File: src/rtl/alu_pkg.sv
`default_nettype none
// ============================================================================
// Module      : alu_pkg
// Description : Shared ALU constants and the carry-lookahead helper function.
// Revision    : 1.0 - initial release
// ============================================================================
package alu_pkg;

    localparam int   XLEN       = 64;
    localparam int   CLA_BLK_W  = 16;
    localparam logic ALU_OP_ADD = 1'b0;
    localparam logic ALU_OP_SUB = 1'b1;

    // Carry into position n (0..4) of a 4-wide generate/propagate group,
    // built as a flat sum of products so no carry ripples between positions.
    function automatic logic cla4_carry(
        input logic [3:0] g,
        input logic [3:0] p,
        input logic       cin,
        input int         n
    );
        logic v_acc;
        logic v_term;
        v_acc = cin;
        for (int k = 0; k < 4; k++) begin
            if (k < n) v_acc = v_acc & p[k];
        end
        for (int j = 0; j < 4; j++) begin
            if (j < n) begin
                v_term = g[j];
                for (int k = 0; k < 4; k++) begin
                    if ((k > j) && (k < n)) v_term = v_term & p[k];
                end
                v_acc = v_acc | v_term;
            end
        end
        return v_acc;
    endfunction

endpackage : alu_pkg
`default_nettype wire

File: src/rtl/add_sub_64bit_reg_cla_16.sv
`default_nettype none
// ============================================================================
// Module      : cla_16
// Description : 16-bit carry-lookahead adder made of four 4-bit groups,
//               exporting block generate/propagate for a higher lookahead level.
// Revision    : 1.0 - initial release
// ============================================================================
module cla_16
    import alu_pkg::*;
(
    input  logic [15:0] i_a,
    input  logic [15:0] i_b,
    input  logic        i_cin,
    output logic [15:0] o_sum,
    output logic        o_g,
    output logic        o_p,
    output logic        o_cout
);

    logic [15:0] w_g;
    logic [15:0] w_p;
    logic [15:0] w_c;
    logic [3:0]  w_grp_g;
    logic [3:0]  w_grp_p;
    logic [3:0]  w_grp_cin;

    assign w_g = i_a & i_b;
    assign w_p = i_a ^ i_b;

    generate
        for (genvar k = 0; k < 4; k++) begin : g_grp
            assign w_grp_g[k]   = cla4_carry(w_g[4*k +: 4], w_p[4*k +: 4], 1'b0, 4);
            assign w_grp_p[k]   = &w_p[4*k +: 4];
            assign w_grp_cin[k] = cla4_carry(w_grp_g, w_grp_p, i_cin, k);
            for (genvar n = 0; n < 4; n++) begin : g_bit
                assign w_c[4*k + n] = cla4_carry(w_g[4*k +: 4], w_p[4*k +: 4], w_grp_cin[k], n);
            end
        end
    endgenerate

    assign o_sum  = w_p ^ w_c;
    assign o_g    = cla4_carry(w_grp_g, w_grp_p, 1'b0, 4);
    assign o_p    = &w_grp_p;
    assign o_cout = cla4_carry(w_grp_g, w_grp_p, i_cin, 4);

endmodule : cla_16
`default_nettype wire

File: src/rtl/add_sub_64bit_reg.sv
`default_nettype none
// ============================================================================
// Module      : add_sub_64bit_reg
// Description : Two's-complement adder/subtractor with registered result,
//               carry-out and signed-overflow flag (1-cycle latency).
// Revision    : 1.0 - initial release
// ============================================================================
module add_sub_64bit_reg
    import alu_pkg::*;
#(
    parameter int WIDTH = XLEN
) (
    input  logic             clk,
    input  logic             rst_n,
    input  logic             in_valid,
    input  logic [WIDTH-1:0] a,
    input  logic [WIDTH-1:0] b,
    input  logic             mode,
    output logic             out_valid,
    output logic [WIDTH-1:0] s,
    output logic             cout,
    output logic             ovf
);

    localparam int NBLK = WIDTH / CLA_BLK_W;

    logic             w_is_sub;
    logic             w_cin;
    logic [WIDTH-1:0] w_b_eff;
    logic [WIDTH-1:0] w_sum;
    logic [NBLK-1:0]  w_blk_g;
    logic [NBLK-1:0]  w_blk_p;
    logic [NBLK-1:0]  w_blk_cout;
    logic [NBLK:0]    w_blk_c;
    logic             w_ovf;
    logic             w_unused_blk_cout;

    logic             r_valid;
    logic [WIDTH-1:0] r_s;
    logic             r_cout;
    logic             r_ovf;

    // Subtraction is a + ~b + 1.
    assign w_is_sub = (mode == ALU_OP_SUB);
    assign w_b_eff  = b ^ {WIDTH{w_is_sub}};
    assign w_cin    = w_is_sub;

    generate
        for (genvar i = 0; i < NBLK; i++) begin : g_blk
            cla_16 u_cla (
                .i_a    (a[CLA_BLK_W*i +: CLA_BLK_W]),
                .i_b    (w_b_eff[CLA_BLK_W*i +: CLA_BLK_W]),
                .i_cin  (w_blk_c[i]),
                .o_sum  (w_sum[CLA_BLK_W*i +: CLA_BLK_W]),
                .o_g    (w_blk_g[i]),
                .o_p    (w_blk_p[i]),
                .o_cout (w_blk_cout[i])
            );
        end
    endgenerate

    // Second-level lookahead: every block carry-in is a flat sum of products
    // over block generate/propagate, so no carry ripples across blocks.
    always_comb begin : p_lookahead
        logic v_acc;
        logic v_term;
        w_blk_c = '0;
        v_acc   = 1'b0;
        v_term  = 1'b0;
        for (int i = 0; i <= NBLK; i++) begin
            v_acc = w_cin;
            for (int k = 0; k < NBLK; k++) begin
                if (k < i) v_acc = v_acc & w_blk_p[k];
            end
            for (int j = 0; j < NBLK; j++) begin
                if (j < i) begin
                    v_term = w_blk_g[j];
                    for (int k = 0; k < NBLK; k++) begin
                        if ((k > j) && (k < i)) v_term = v_term & w_blk_p[k];
                    end
                    v_acc = v_acc | v_term;
                end
            end
            w_blk_c[i] = v_acc;
        end
    end

    // Block carry-outs are superseded by the lookahead carry vector.
    assign w_unused_blk_cout = ^w_blk_cout;

    assign w_ovf = (a[WIDTH-1] == w_b_eff[WIDTH-1]) && (w_sum[WIDTH-1] != a[WIDTH-1]);

    always_ff @(posedge clk or negedge rst_n) begin
        if (!rst_n) begin
            r_valid <= 1'b0;
            r_s     <= '0;
            r_cout  <= 1'b0;
            r_ovf   <= 1'b0;
        end else begin
            r_valid <= in_valid;
            if (in_valid) begin
                r_s    <= w_sum;
                r_cout <= w_blk_c[NBLK];
                r_ovf  <= w_ovf;
            end
        end
    end

    assign out_valid = r_valid;
    assign s         = r_s;
    assign cout      = r_cout;
    assign ovf       = r_ovf;

endmodule : add_sub_64bit_reg
`default_nettype wire

File: config.mk
export PLATFORM = sky130hd
export DESIGN_NAME = add_sub_64bit_reg
export DESIGN_NICKNAME = d
export VERILOG_FILES = /design/src/rtl/alu_pkg.sv /design/src/rtl/add_sub_64bit_reg_cla_16.sv /design/src/rtl/add_sub_64bit_reg.sv
export SDC_FILE = /design/constraint.sdc
export NUM_CORES = 1
export LEC_CHECK = 0
export BUFFER_PORTS_ARGS = -buffer_cell sky130_fd_sc_hd__buf_2
export CELL_PAD_IN_SITES_DETAIL_PLACEMENT = 1
export CELL_PAD_IN_SITES_GLOBAL_PLACEMENT = 1
export CORE_MARGIN = 3
export CORE_UTILIZATION = 42
export CTS_CLUSTER_SIZE = 24
export DETAILED_ROUTE_END_ITERATION = 6
export PLACE_DENSITY_LB_ADDON = 0.1
export SLEW_MARGIN = 10
export SYNTH_ARGS = -nofsm -noshare
export SYNTH_HDL_FRONTEND = slang
export SYNTH_SLANG_ARGS = --single-unit
File: constraint.sdc
create_clock -name clk -period 2.2 [get_ports clk]
set_clock_uncertainty 0.15 [all_clocks]
set_input_delay 0.22 -clock clk [delete_from_list [all_inputs] [get_ports clk]]
set_output_delay 0.22 -clock clk [all_outputs]
set_load 0.05 [all_outputs]
==> results of run 1 <==
## layer usage
| metal | GRT usage (%) | GRT overflow |
|---|---|---|
| met3 | 48.76 | 3 |
| met5 | 2.288 | 0 |
| met1 | 67.94 | 0 |
| met2 | 92.02 | 98 |
| met4 | 84.82 | 57 |
## through the flow
stage,hold slack (ns),TNS [ns],utilization (%),instance area [sq um]
2_1_floorplan,-0.2256,-51.25,-,6128
3_3_place_gp,0.06331,-85.76,60.04,8109
3_5_place_dp,0.07230,-93.94,60.04,8109
4_1_cts,0.1009,-46.98,68.18,9208
## cells by family after synthesis
group	Yosys count	synth area share, %
xor gates and xnor gates	113	16.69
adders and majority gates	95	21.95
buffers and inverters	76	4.811
muxes	66	12.20
AOI/OAI and AO/OA	102	9.749
DFF	67	28.28
and+or+nand+nor	70	6.331
## what timing repair did
action / in CTS
gates cloned: 3
hold buffers: 1
resized for setup: 143
endpoints found under the setup margin: 64
endpoints found under the hold margin: 33
setup buffers: 24
pin swaps: 69
## cells in the mapped netlist, types with 5 or more instances
cell / instances / area, sq um
clkbuf_1: 6 / 22.52
mux2_2: 50 / 563.0
a21o_1: 14 / 105.1
nand2b_1: 17 / 106.4
and3_1: 5 / 31.28
fa_1: 15 / 300.3
o21ai_0: 28 / 140.1
nand2_1: 17 / 63.81
nor2_1: 6 / 22.52
nand3_1: 7 / 35.03
nand4_1: 10 / 62.56
xnor2_1: 32 / 280.3
xor2_1: 81 / 709.4
ha_1: 80 / 1001
dfrtp_1: 67 / 1677
a21oi_1: 47 / 235.2
mux2i_1: 16 / 160.2
inv_1: 60 / 225.2
buf_1: 9 / 33.78
==> impl_metrics.csv, run 1 <==
group,metric,value,unit
grt,grtUsageTotal,71.31,%
synth,synth_warnings,0,
synth,async_flop_share,100.0,%
floorplan,start_util,43.90,%
synth,ys.flop_type,"dfrtp_1",
synth,syn-num-nets,816,
grt,overflow,158,
placed_design,dp_hpwl,15610,microns
floorplan,rows,42,
placed_design,pre_cts_slack,-1.917,ns
synth,ys_ff_latch,67,
outcome,status,"stopped before the end",
grt,grt_max_degree,35,
outcome,flow.stopped_at,"global routing (5_1_grt)",
clock_tree,cts_sinks,67,
synth,synth_cell_types,35,
timing,crit_endpoint,"ovf$_DFFE_PN0P_/D",
clock_tree,clock_path_buffers,2,
synth,synth_area,5929,sq um
clock_tree,h-tree-depth,3,
floorplan,ioPinCount,199,
synth,syn_inst,589,
outcome,error_line,"[ERROR GRT-0232] Routing congestion too high. Check the congestion heatmap in the GUI.",
clock_tree,cts-buffers-inserted,9,
grt,antenna_found_initial,3,
placed_design,dpl.cell_count,1064,
timing,worst-ep-kind,"register data pin",
clock_tree,root_buffer,"clkbuf_16",
synth,syn_area_per_cell,10.07,sq um
placed_design,port_buffers,198,
floorplan,die_width,124.8,microns
synth,synth_seq_area_share,28.28,%
synth,synth_edf_count,0,
placed_design,gp_congestion,0.8692,
floorplan,die_h,124.8,microns
==> inputs of run 2 (changes only) <==
--- a/config.mk
+++ b/config.mk
@@ -6,13 +6,10 @@
 export NUM_CORES = 1
 export LEC_CHECK = 0
 export BUFFER_PORTS_ARGS = -buffer_cell sky130_fd_sc_hd__buf_2
-export CELL_PAD_IN_SITES_DETAIL_PLACEMENT = 1
-export CELL_PAD_IN_SITES_GLOBAL_PLACEMENT = 1
 export CORE_MARGIN = 3
-export CORE_UTILIZATION = 42
-export CTS_CLUSTER_SIZE = 24
+export CORE_UTILIZATION = 30
 export DETAILED_ROUTE_END_ITERATION = 6
-export PLACE_DENSITY_LB_ADDON = 0.1
+export PLACE_DENSITY_LB_ADDON = 0.15
 export SLEW_MARGIN = 10
 export SYNTH_ARGS = -nofsm -noshare
 export SYNTH_HDL_FRONTEND = slang
==> run 2 against run 1 <==
The flow now finishes, with violations (setup timing). Area after synthesis unchanged. Synthesized cell count unchanged.
==> impl_metrics.csv, run 2 <==
group,metric,value,unit
grt,grt_pass1_wl,29360,microns
finish,fin_util,49.04,%
timing,slew_headroom,68.67,%
finish,largest_reg_flops,64,
critical_path,required,2.26,ns
outcome,status,"finished, violations left",
grt,grtUsageTotal,16.88,%
critical_path,critPathTopFamily,"buffers and inverters",
pwr,seqPwrFrac,23.2,%
timing,setup_viol,60,
min_path,min_path_cells,4,
timing,tightestPinTransition,0.4699,ns
synth,ys.flop_type,"dfrtp_1",
synth,synth.area.top_cells,"dfrtp_1 28%, ha_1 17%, xor2_1 12%, mux2_2 9.5%, fa_1 5.1%",
finish,layout.cells.non_filler,1186,
critical_path,r2r_cells,1,
synth,synth_warnings,0,
timing,fin_hold_ws,0.1922,ns
pwr,sw_frac_of_total,46.75,%
placed_design,dpl.cell_count,1142,
placed_design,dp_hpwl,14330,microns
drt,top_layer_used,"met4",
clock_tree,h-tree-depth,3,
placed_design,place_area,8182,sq um
synth,syn_inst,589,
critical_path,crit_cells,18,
critical_path,worst_ep_arrival_time,3.44,ns
clock_tree,cts_tree,"yes",
placed_design,port_buffers,198,
grt,grt_max_degree,44,
critical_path,path_cells,"buf_16 -> buf_16 -> xor2_2 -> ha_1 -> nand4_1 -> buf_4 -> buf_6 -> nor4_4 -> buf_4 -> and3_4 -> a211oi_4 -> o21bai_2 -> a21o_1 -> buf_6 -> a21oi_4 -> fa_2 -> xnor2_2 -> mux2_4",
min_path,hold_class,"in -> reg",
pwr,p_leak,4.798,nW
floorplan,die_h,146.6,microns
floorplan,rows,50,
finish,final_cell_mix,"195 x buf_2, 125 x buf_4, 75 x xor2_1",
floorplan,start_util,31.08,%
outcome,violations,"setup timing",
critical_path,critPathMaxFanout,8,
synth,syn_area_per_cell,10.07,sq um
finish,antenna_cells,0,
timing,finalHoldViolCount,0,
timing,grt_setup_unrepaired,"true",
pwr,power_switching,3.845,mW
critical_path,path_class,"in -> reg",
finish,fin_nets,1149,
timing,min_period_over_period,153.6,%
floorplan,die-area,21490,sq um
drt,wl_per_cell,15.62,microns
clock_tree,clock_path_buffers,2,
placed_design,gp_congestion,0.8609,
pwr,clock_power_share,16.1,%
drt,vias,5445,
timing,layout_setup_ws,-1.179,ns
drt,vias_per_cell,4.591,
critical_path,path_buf_inv,6,
synth,syn-num-nets,816,
synth,synth_seq_area_share,28.28,%
clock_tree,root_buffer,"clkbuf_16",
synth,yosysMostFrequentCell,"xor2_1",
grt,antenna_found_initial,0,
drt,wirelength,18530,microns
synth,ys_ff_latch,67,
synth,synth_area,5929,sq um
pwr,ir_worst_vdd,0.4929,mV
drt,drt-initial-drc-count,148,
drt,drc,0,
finish,drive_above_1_share,56.05,%
critical_path,critPathSlowestCell,"fa_2",
floorplan,core,19080,sq um
critical_path,critPathMaxStageDelay,0.35,ns
critical_path,cp-start-kind,"primary input",
synth,yosysTopAreaCell,"dfrtp_1",
finish,layout_commonest_cell,"buf_2",
synth,synth_cell_types,35,
drt,wl_met2,9679,microns
drt,dr_wl_met3,772,microns
pwr,power_frac_comb,60.7,%
run,maxCapViolCount,0,
floorplan,die_width,146.6,microns
synth,synth_edf_count,0,
timing,period_needed,3.379,ns
clock_tree,cts-buffers-inserted,9,
finish,fin_area,9356,sq um
clock_tree,cts_sinks,67,
pwr,p_int,4.380,mW
synth,synth_top_area_share,28.28,%
grt,overflow,0,
synth,synth_commonest_cells,"81 x xor2_1, 80 x ha_1, 67 x dfrtp_1",
grt,grt_pass1_vias,5848,
pwr,powerDensity,879.1,nW/um^2
floorplan,ioPinCount,199,
timing,slew_viol_final,0,
drt,wl_met1,7801,microns
clock_tree,clk_pin_slew,0.05,ns
critical_path,cp-end-kind,"flop",
synth,async_flop_share,100.0,%
drt,drtPass1Iterations,5,
clock_tree,insertion_delay,0.33,ns
finish,synthToLayoutAreaGrowth,57.80,%
drt,ant_nets,0,
timing,max_freq,296.0,MHz
run 2: path summary, 6_finish.rpt:
path | startpoint | to | slack [ns]
setup / recovery | mode | s[45] | -1.18
setup reg to reg | s[30] | s[30] | 1.25
min in group asynchronous | rst_n | s[52] | 0.23
hold / removal | a[63] | ovf | 0.19
hold reg to reg | s[57] | s[57] | 0.35
max in group asynchronous | rst_n | s[41] | 1.08
run 2: cells by family after synthesis:
family / Yosys count / synth area share, %
xor+xnor: 113 / 16.69
compound gates: 102 / 9.749
fa+ha+maj: 95 / 21.95
buf+inv: 76 / 4.811
simple gates: 70 / 6.331
flops: 67 / 28.28
mux: 66 / 12.20
run 2: area by class of cell:
type	count	area, sq um
timing repair buffer	337	2205
clock buffer	12	246.5
multi-input combinational	446	4659
inverter	61	229.0
tap	260	325.3
fill	1786	9724
sequential	67	1677
clock inverter	3	15.01
run 2: power by group through the flow:
| stage | clock, mW | combinational (mW) | sequential [mW] |
|---|---|---|---|
| floorplan | 0 | 1.53 | 3.49 |
| global placement | 0 | 4.45 | 1.90 |
| detailed placement | 0 | 4.50 | 1.93 |
| CTS | 1.39 | 4.85 | 1.91 |
| global route | 1.43 | 5.33 | 1.97 |
| finish | 1.33 | 4.99 | 1.91 |
run 2: metal layers:
| metal | up-vias | GRT usage [%] |
|---|---|---|
| met5 | - | 0 |
| met4 | 0 | 4.845 |
| met3 | 18 | 3.755 |
| met2 | 122 | 30.56 |
| met1 | 2638 | 19.95 |
| li1 | 2667 | - |
run 2: stage by stage:
step / TNS, ns / setup WS, ns / power (mW)
6_report: -50.51 / -1.179 / 8.225
4_1_cts: -48.56 / -1.120 / 8.154
2_1_floorplan: -51.25 / -1.308 / 5.021
3_5_place_dp: -78.58 / -1.627 / 6.423
5_1_grt: -57.68 / -1.350 / 8.731
3_3_place_gp: -74.52 / -1.569 / 6.352
run 2: worst min-delay path, stage by stage:
cell,delay [ns]
buf_2,0.12
xor2_1,0.08
nor2_1,0.07
mux2_2,0.14
run 2: repair_timing:
action                                  CTS  global route
resized for setup                       112            49
cloned                                    3             0
pin swaps                                47            52
hold endpoints to repair                 27             0
setup buffers                            13            13
hold buffers                              1             0
endpoints found under the setup margin   61            61
Power figures use the tool's default switching activity.
==> inputs of run 3 (changes only) <==
--- a/config.mk
+++ b/config.mk
@@ -5,6 +5,7 @@
 export SDC_FILE = /design/constraint.sdc
 export NUM_CORES = 1
 export LEC_CHECK = 0
+export ABC_AREA = 1
 export BUFFER_PORTS_ARGS = -buffer_cell sky130_fd_sc_hd__buf_2
 export CORE_MARGIN = 3
 export CORE_UTILIZATION = 30
==> constraint.sdc (replaced) <==
create_clock -name clk -period 2.2 [get_ports clk]
set_clock_uncertainty 0.15 [all_clocks]
set_input_delay 0.44 -clock clk [delete_from_list [all_inputs] [get_ports clk]]
set_output_delay 0.44 -clock clk [all_outputs]
set_load 0.05 [all_outputs]
==> run 3 against run 2 <==
The flow still finishes with violations (setup timing). Count of clock-buffer cells in the layout grew 2. Clock power is 6% higher. Sequential power is 9% lower. Synthesized cell count increased by 25%. Hold slack improved by 0.095 ns. Core utilization increased by 4.2 points. Final area rose by 8.5%. Non-clock buffer count rose by 71. Sequential cell count stayed put. Cell count is 18% higher. Critical path depth grew 3. Critical endpoint is now s[24].
==> impl_metrics.csv, run 3 <==
group,metric,value,unit
outcome,status,"finished, violations left",
outcome,violations,"setup timing",
floorplan,rows,50,
floorplan,die-area,21540,sq um
timing,setup_viol,62,
critical_path,critPathMaxStageDelay,0.56,ns
critical_path,critPathTopFamily,"buffers and inverters",
placed_design,dp_hpwl,13430,microns
grt,antenna_found_initial,0,
finish,fin_nets,1359,
synth,synth.area.top_cells,"dfrtp_1 28%, ha_1 17%, xor2_1 13%, nand2_1 11%, inv_1 5.2%",
pwr,power_switching,3.433,mW
finish,largest_reg_flops,64,
min_path,min_path_cells,2,
clock_tree,clock_path_buffers,2,
timing,fin_tns_setup,-41.72,ns
synth,ys.flop_type,"dfrtp_1",
pwr,power,7.572,mW
finish,layout.cells.non_filler,1397,
floorplan,ioPinCount,199,
floorplan,die_h,146.8,microns
pwr,p_leak,5.269,nW
drt,vias,6025,
floorplan,start_util,31.15,%
synth,syn_area_per_cell,8.099,sq um
drt,vias_per_cell,4.313,
clock_tree,root_buffer,"clkbuf_16",
clock_tree,clk_pin_slew,0.06,ns
pwr,clock_power_share,18.6,%
synth,async_flop_share,100.0,%
finish,final_cell_mix,"196 x buf_2, 181 x buf_4, 135 x nand2_1",
pwr,ir_worst_vdd,0.4751,mV
pwr,sw_frac_of_total,45.33,%
critical_path,critPathSlowestCell,"fa_2",
floorplan,core,19080,sq um
critical_path,required,2.27,ns
pwr,p_int,4.140,mW
clock_tree,insertion_delay,0.33,ns
timing,grt_setup_unrepaired,"true",
synth,syn-num-nets,961,
critical_path,r2r_cells,2,
timing,slew_viol_final,0,
synth,synth_top_area_share,28.20,%
grt,grtUsageTotal,16.59,%
run,maxCapViolCount,0,
clock_tree,cts_sinks,67,
critical_path,r2r_slack,1.36,ns
timing,layout_setup_ws,-0.9634,ns
finish,synthToLayoutAreaGrowth,70.76,%
finish,layout_commonest_cell,"buf_2",
synth,syn_inst,734,
placed_design,dpl.cell_count,1322,
critical_path,cp-start-kind,"primary input",
timing,slew_headroom,60.66,%
grt,overflow,0,
synth,yosysMostFrequentCell,"nand2_1",
finish,drive_above_1_share,53.12,%
synth,synth_cell_types,30,
finish,fin_area,10150,sq um
critical_path,path_class,"in -> reg",
synth,synth_warnings,0,
finish,antenna_cells,0,
timing,max_freq,316.1,MHz
pwr,seqPwrFrac,22.8,%
synth,synth_area,5944,sq um
floorplan,die_width,146.8,microns
drt,drtPass1Iterations,4,
grt,grt_pass1_vias,6083,
drt,wl_per_cell,13.14,microns
drt,wirelength,18360,microns
clock_tree,h-tree-depth,3,
critical_path,path_buf_inv,11,
placed_design,port_buffers,198,
drt,ant_nets,0,
finish,fin_util,53.20,%
placed_design,gp_congestion,0.7764,
pwr,power_frac_comb,58.6,%
min_path,hold_class,"in -> reg",
critical_path,worst_ep_arrival_time,3.23,ns
drt,drc,0,
clock_tree,cts_tree,"yes",
placed_design,place_area,8499,sq um
timing,min_period_over_period,143.8,%
synth,ys_ff_latch,67,
synth,synth_commonest_cells,"174 x nand2_1, 90 x xor2_1, 82 x inv_1",
drt,drt-initial-drc-count,103,
critical_path,cp-end-kind,"flop",
synth,yosysTopAreaCell,"dfrtp_1",
timing,tightestPinTransition,0.5901,ns
clock_tree,cts-buffers-inserted,9,
grt,grt_pass1_wl,29300,microns
critical_path,path_cells,"buf_16 -> buf_12 -> xor2_1 -> ha_1 -> nand2_1 -> nand2_2 -> nand2_2 -> nand2_2 -> nand2_2 -> buf_6 -> buf_4 -> buf_4 -> buf_4 -> buf_6 -> nand3_4 -> buf_4 -> buf_6 -> buf_6 -> inv_2 -> fa_2 -> o21ai_1",
synth,synth_edf_count,0,
timing,period_needed,3.163,ns
synth,synth_seq_area_share,28.20,%
critical_path,critPathMaxFanout,8,
pwr,powerDensity,746.0,nW/um^2
grt,grt_max_degree,54,
critical_path,crit_cells,21,
timing,finalHoldViolCount,0,
==> run 3: changes by cell type in the layout (fill, tap and decap cells not counted), sizes merged, moves of 17 or more <==
cell	change
buf	+71
o21ai	+30
nand2b	-17
inv	+24
mux2	-50
nor2	+29
nand2	+161
==> run 3: power groups by stage <==
stage	combinational, mW	sequential [mW]	clock [mW]
2_1_floorplan	1.33	2.88	0
3_3_place_gp	3.77	1.75	0
3_5_place_dp	3.79	1.75	0
4_1_cts	4.11	1.73	1.46
5_1_grt	4.82	1.77	1.51
6_report	4.44	1.73	1.41
==> run 3: worst paths after layout <==
check,from,end
min reg2reg,s[0],s[0]
max,mode,s[24]
min in group asynchronous,rst_n,s[10]
max in group asynchronous,rst_n,s[43]
max reg2reg,s[63],s[63]
min,in_valid,out_valid
==> run 3: cells by family (layout without fill, tap and decap cells) <==
kind of cell | Yosys count | count (layout) | synth area share [%]
and+or+nand+nor | 236 | 236 | 16.17
AOI/OAI and AO/OA | 119 | 119 | 10.52
xor gates and xnor gates | 110 | 110 | 16.21
buffers and inverters | 106 | 509 | 6.841
adders and majority gates | 95 | 95 | 21.89
DFF | 67 | 67 | 28.20
muxes | 1 | 1 | 0.1684
==> run 3: worst register-to-register path: cells and delay by family, from the launching register on <==
kind            cells  cell delay, ns
compound gates      1            0.14
flops               1            0.38
simple gates        1            0.06
==> run 3: final cells by class <==
cell class	count	area, sq um
Sequential cell	67	1677
Clock inverter	2	10.01
Fill cell	1842	8930
Timing Repair Buffer	408	2806
Tap cell	260	325.3
Multi-Input combinational cell	561	4747
Inverter	85	321.6
Clock buffer	14	264.0
==> run 3: per-layer routing <==
| metal | share of wire, % | track usage, % | vias to the layer above |
|---|---|---|---|
| met5 | 0 | 0 | - |
| met4 | 1.0 | 3.622 | 0 |
| met3 | 5.5 | 3.763 | 15 |
| met2 | 49 | 28.28 | 126 |
| met1 | 45 | 21.56 | 2760 |
| li1 | - | - | 3124 |
==> run 3: what timing repair did <==
item	in CTS	in global routing
endpoints found under the setup margin	62	62
hold endpoints to repair	29	0
resized for setup	105	122
gates cloned	2	0
pin swaps	75	80
setup buffers	38	22
hold buffers	1	0
==> run 3: stage by stage <==
| stage | setup WS, ns | hold slack [ns] |
|---|---|---|
| 3_5_place_dp | -1.487 | 0.2619 |
| 5_1_grt | -1.118 | 0.2944 |
| 3_3_place_gp | -1.475 | 0.2613 |
| 4_1_cts | -0.9177 | 0.2747 |
| 2_1_floorplan | -1.068 | -0.005591 |
| 6_report | -0.9634 | 0.2874 |
